$ cat src/rtl/ps2_cmd_arbiter.sv
// Arbitrates two command requesters onto one PS/2 transceiver: sends the granted
// byte, waits for the mouse ACK, retries on resend/corruption/timeout, reports DONE/ERR.
module ps2_cmd_arbiter #(
  parameter int unsigned TIMEOUT_CYCLES = 1000000,
  parameter int unsigned MAX_RETRY      = 3,
  parameter int unsigned CNT_W          = 20
) (
  input  logic       CLK,
  input  logic       RESET,
  input  logic       REQ0_VALID,
  input  logic [7:0] REQ0_BYTE,
  output logic       REQ0_DONE,
  output logic       REQ0_ERR,
  input  logic       REQ1_VALID,
  input  logic [7:0] REQ1_BYTE,
  output logic       REQ1_DONE,
  output logic       REQ1_ERR,
  output logic [7:0] RESP_BYTE,
  output logic       BUSY,
  output logic       SEND_BYTE,
  output logic [7:0] BYTE_TO_SEND,
  input  logic       BYTE_SENT,
  output logic       READ_ENABLE,
  input  logic [7:0] BYTE_READ,
  input  logic [1:0] BYTE_ERROR_CODE,
  input  logic       BYTE_READY
);

  localparam int unsigned       RW        = (MAX_RETRY < 1) ? 1 : $clog2(MAX_RETRY + 1);
  localparam logic [CNT_W-1:0]  TMO_LAST  = CNT_W'(TIMEOUT_CYCLES - 1);
  localparam logic [RW-1:0]     RETRY_MAX = RW'(MAX_RETRY);

  typedef enum logic [2:0] {
    S_IDLE,
    S_SEND,
    S_WAIT_SENT,
    S_WAIT_ACK,
    S_RETRY,
    S_FINISH
  } state_t;

  state_t           state, state_nx;
  logic [CNT_W-1:0] timer;
  logic [RW-1:0]    retry;
  logic             owner, last_grant, ok;
  logic             grant, grant_port, ok_nx, load_resp, timeout;

  always_comb begin
    state_nx   = state;
    grant      = 1'b0;
    grant_port = 1'b0;
    ok_nx      = ok;
    load_resp  = 1'b0;
    timeout    = (timer == TMO_LAST);
    case (state)
      S_IDLE: begin
        if (REQ0_VALID && REQ1_VALID) begin
          grant      = 1'b1;
          grant_port = ~last_grant;
        end else if (REQ0_VALID) begin
          grant      = 1'b1;
          grant_port = 1'b0;
        end else if (REQ1_VALID) begin
          grant      = 1'b1;
          grant_port = 1'b1;
        end
        if (grant) state_nx = S_SEND;
      end
      S_SEND: state_nx = S_WAIT_SENT;
      S_WAIT_SENT: begin
        if (BYTE_SENT)    state_nx = S_WAIT_ACK;
        else if (timeout) state_nx = S_RETRY;
      end
      S_WAIT_ACK: begin
        // A received byte takes priority over a coincident timeout.
        if (BYTE_READY) begin
          load_resp = 1'b1;
          if (BYTE_ERROR_CODE != 2'b00) begin
            state_nx = S_RETRY;
          end else if (BYTE_READ == 8'hFA) begin
            state_nx = S_FINISH;
            ok_nx    = 1'b1;
          end else if (BYTE_READ == 8'hFE) begin
            state_nx = S_RETRY;
          end else begin
            state_nx = S_FINISH;
            ok_nx    = 1'b0;
          end
        end else if (timeout) begin
          state_nx = S_RETRY;
        end
      end
      S_RETRY: begin
        if (retry < RETRY_MAX) begin
          state_nx = S_SEND;
        end else begin
          state_nx = S_FINISH;
          ok_nx    = 1'b0;
        end
      end
      S_FINISH: state_nx = S_IDLE;
      default:  state_nx = S_IDLE;
    endcase
  end

  // Outputs are registered from state_nx so they line up with the state they describe.
  always_ff @(posedge CLK) begin
    if (RESET) begin
      state        <= S_IDLE;
      timer        <= '0;
      retry        <= '0;
      owner        <= 1'b0;
      last_grant   <= 1'b1;
      ok           <= 1'b0;
      REQ0_DONE    <= 1'b0;
      REQ0_ERR     <= 1'b0;
      REQ1_DONE    <= 1'b0;
      REQ1_ERR     <= 1'b0;
      RESP_BYTE    <= '0;
      BUSY         <= 1'b0;
      SEND_BYTE    <= 1'b0;
      BYTE_TO_SEND <= '0;
      READ_ENABLE  <= 1'b0;
    end else begin
      state <= state_nx;
      ok    <= ok_nx;
      if (state_nx != state) timer <= '0;
      else if (timer != '1)  timer <= timer + 1'b1;
      if (grant) begin
        owner        <= grant_port;
        last_grant   <= grant_port;
        retry        <= '0;
        BYTE_TO_SEND <= grant_port ? REQ1_BYTE : REQ0_BYTE;
      end else if (state == S_RETRY && state_nx == S_SEND) begin
        retry <= retry + 1'b1;
      end
      if (load_resp) RESP_BYTE <= BYTE_READ;
      SEND_BYTE   <= (state == S_SEND);
      READ_ENABLE <= (state_nx == S_WAIT_ACK);
      BUSY        <= (state_nx != S_IDLE);
      REQ0_DONE   <= (state_nx == S_FINISH) &&  ok_nx && !owner;
      REQ0_ERR    <= (state_nx == S_FINISH) && !ok_nx && !owner;
      REQ1_DONE   <= (state_nx == S_FINISH) &&  ok_nx &&  owner;
      REQ1_ERR    <= (state_nx == S_FINISH) && !ok_nx &&  owner;
    end
  end

endmodule

$ cat config.mk
export PLATFORM = sky130hd
export DESIGN_NAME = ps2_cmd_arbiter
export DESIGN_NICKNAME = d
export VERILOG_FILES = /design/src/rtl/ps2_cmd_arbiter.sv
export SDC_FILE = /design/constraint.sdc
export NUM_CORES = 1
export LEC_CHECK = 0
export ABC_AREA = 1
export BUFFER_PORTS_ARGS = -buffer_cell sky130_fd_sc_hd__buf_2
export CAP_MARGIN = 25
export CORE_MARGIN = 10
export CORE_UTILIZATION = 45
export DETAILED_ROUTE_END_ITERATION = 16
export GPL_TIMING_DRIVEN = 0
export HOLD_SLACK_MARGIN = 0.12
export PLACE_DENSITY = 0.67
export SETUP_SLACK_MARGIN = 0.1
export SLEW_MARGIN = 25
export SYNTH_ARGS = -nofsm -noshare
export SYNTH_HDL_FRONTEND = slang
export SYNTH_SLANG_ARGS = --single-unit
$ cat constraint.sdc
create_clock -name CLK -period 3.1 [get_ports CLK]
set_input_delay 0.62 -clock CLK [delete_from_list [all_inputs] [get_ports CLK]]
set_output_delay 0.62 -clock CLK [all_outputs]
set_load 0.03 [all_outputs]
==> summary.md <==
| Metric | Value |
|---|---|
| Vias in the first global route | between 2,000 and 2,500 |
| Data required, critical path | about 3.3 ns |
| Final Hold Vio Count | 0 |
| Die height | approximately 98 um |
| Clock root buffer master | clkbuf_8 |
| Total track usage | between 10% and 20% |
| CTS Buf Count | 5 |
| Rows | 28 |
| Area after DPL | roughly 3100 um^2 |
| Die area | between 9000 and 10,000 um^2 |
| Total leakage power | 0.00140 uW |
| Seq cells post-synth | slightly above 50 |
| Status | completed |
| Hpwl dp | around 4800 um |
| Area Growth Syn to Fin | 17.5% |
| Grt total ovfl | 0 |
| CTS tree | yes |
| Post-DRT Antenna Nets | 0 |
| Initial antenna violation count | 0 |
| Commonest non-fill, non-tap cells in the layout | 60 x nor2_1, 60 x nand2_1, 54 x buf_2 |
| Post-CTS Hold Buffers | 0 |
| Setup TNS | 0 ns |
| Share of cells above drive strength 1 | between 30% and 40% |
| Die Wd | between 90 and 100 um |
| RePlAce Congestion | 0.865 |
| Starting DRT DRC Count | just under 60 |
| Mapped Cells | 357 |
| Initial DRT Pass Iterations | 4 |
| # resized after CTS | 0 |
| Synthesized area | 2750 um^2 |
| CP Class | register to register |
| Distinct cells, synth | 40 |
| Final Cell Area | between 3000 and 4000 um^2 |
| Number of synthesized flops with an enable pin | 0 |
| Pwr Total | between 1000 and 1500 uW |
| Crit. End Element | register |
| Sequential area share after synthesis | between 30% and 40% |
| Slew Limit Fails | 0 |
| Maximum level of the CTS H-tree | 2 |
| Ys flop type | dfxtp_1 |
| R2r setup slk | ~1.3 ns |
| Worst slew pin tran | about 0.45 ns |
| RSZ-0062 raised after global routing | false |
| Period utilization | roughly three fifths |
| Max-Cap Viols | 0 |
| Final WL | about 6200 um |
| Post-CTS Setup Inserts | 0 |
| Core region area | 5920 um^2 |
| Clock latency at the later pin of the worst-skew pair | roughly 0.31 ns |
| Power per Cell Area | 450 nW/um^2 |
| Worst clock skew | about 0.01 ns |
| Arr. time, crit path | 2.00 ns |
| Final setup fails | 0 |
| Clock transition at path regs | 0.10 ns |
| Worst vdd ir | ~0.28 mV |
| Nets | between 400 and 500 |
| Fillcell total | around 580 |
| Post-layout util | between 50% and 60% |
| I/O pins | between 50 and 60 |
| Residual DRC | 0 |
| Routed WL per cell | 12.6 um |
| Hold WC Path Type | register to register |
| Via density | between 4 and 5 |
| First-pass GRT wire length | 10,600 um |
| Slew Limit Headroom | about 70% |
| Async set-reset flop share out of synthesis | 0% |
| Syn nets | between 300 and 400 |
| Final Critical Period | between 1.5 and 2 ns |
| Port Buf Inserts | 53 |
| Avg Inst Size Synth | slightly below 8 um^2 |
| Vias post-DR | 2,388 |
| CTS max path bufs | 2 |
| N_diodes | 0 |
| Fmax | approximately 0.56 GHz |
| Startpoint Class | register |
| Clock sink total | 51 |
| YS warnings | 0 |
| Initial Util | between 40 and 50% |
| Largest net degree at the start of global routing | 17 |
| Crit Path Max Fanout | 10 |
-- path summary, 6_finish.rpt --
kind                                   endpoint  cells past startpoint            start
worst max-delay path                  timer[12]                      9         timer[0]
worst min-delay path            BYTE_TO_SEND[2]                      2  BYTE_TO_SEND[2]
worst max register to register        timer[12]                      9         timer[0]
worst min register to register  BYTE_TO_SEND[2]                      2  BYTE_TO_SEND[2]
-- metrics by stage --
step	instances	hold WS [ns]	setup slack, ns
after global placement	485	0.436	1.16
after CTS	493	0.463	1.27
after floorplan	357	0.437	1.35
final	493	0.460	1.30
after global routing	493	0.481	1.16
after detailed placement	485	0.447	1.14
-- logic make-up after synthesis --
logic type / count (synthesis) / share of synthesized area, %
fa+ha+maj: 2 / 0.911
simple gates: 206 / 41.0
flops: 51 / 37.2
buf+inv: 44 / 7.79
xor+xnor: 15 / 4.78
compound gates: 39 / 8.29
-- synth_stat cells (2+ instances only) --
library cell	n	area, um^2
nand2_4	4	45.0
nand2_1	60	225
nor2_1	60	225
clkbuf_1	2	7.51
nand4_1	3	18.8
xnor2_1	8	70.1
nand4_2	3	37.5
dfxtp_1	51	1020
o21ai_2	2	17.5
nor2_2	5	31.3
ha_1	2	25.0
nand3_4	2	35.0
o21ai_1	6	30.0
inv_1	23	86.3
a21boi_0	2	15.0
nand3b_1	2	15.0
nor3_2	20	200
xor2_1	7	61.3
nor2_4	4	45.0
a21oi_1	11	55.1
o21ai_0	14	70.1
nor3_1	6	30.0
nand3_1	22	110
inv_2	9	33.8
nand2_2	10	62.6
buf_6	5	56.3
-- layer usage --
layer | vias up | share of wire (%) | global-route usage, %
met5 | - | 0 | 0
met4 | 0 | 0.57 | 3.36
met3 | 5 | 4.5 | 4.16
met2 | 34 | 51 | 23.1
met1 | 1082 | 44 | 14.2
li1 | 1267 | - | -
-- registers in the layout (all words and copies together) (netlist names), 2 cells and up --
signal        cells
BYTE_TO_SEND      8
RESP_BYTE         8
retry             2
state             3
timer            20
-- critical path, stage by stage (launching register included) --
cell     delay [ns]
dfxtp_1        0.39
ha_1           0.28
nand3_4        0.15
nor2_4         0.16
nand3_1        0.14
o21ai_0        0.17
nor2_1         0.07
o21ai_2        0.08
buf_6          0.19
nor3_2         0.05
-- final cells by class --
cell class / count / area, um^2 / area share [%]
multi-input combinational: 262 / 1510 / 46.8
sequential: 51 / 1020 / 31.6
timing repair buffer: 53 / 265 / 8.22
inverter: 35 / 140 / 4.34
tap: 75 / 93.8 / 2.91
clock buffer: 6 / 82.6 / 2.56
buffer: 9 / 73.8 / 2.29
clock inverter: 2 / 38.8 / 1.20
-- report_power, final --
group | internal, uW | leakage, uW | switching [uW]
combinational | 86.9 | 0.000924 | 171
clock | 266 | 0.0000618 | 231
sequential | 684 | 0.000414 | 15.5
total | 1040 | 0.00140 | 417
Power figures use the tool's default switching activity.
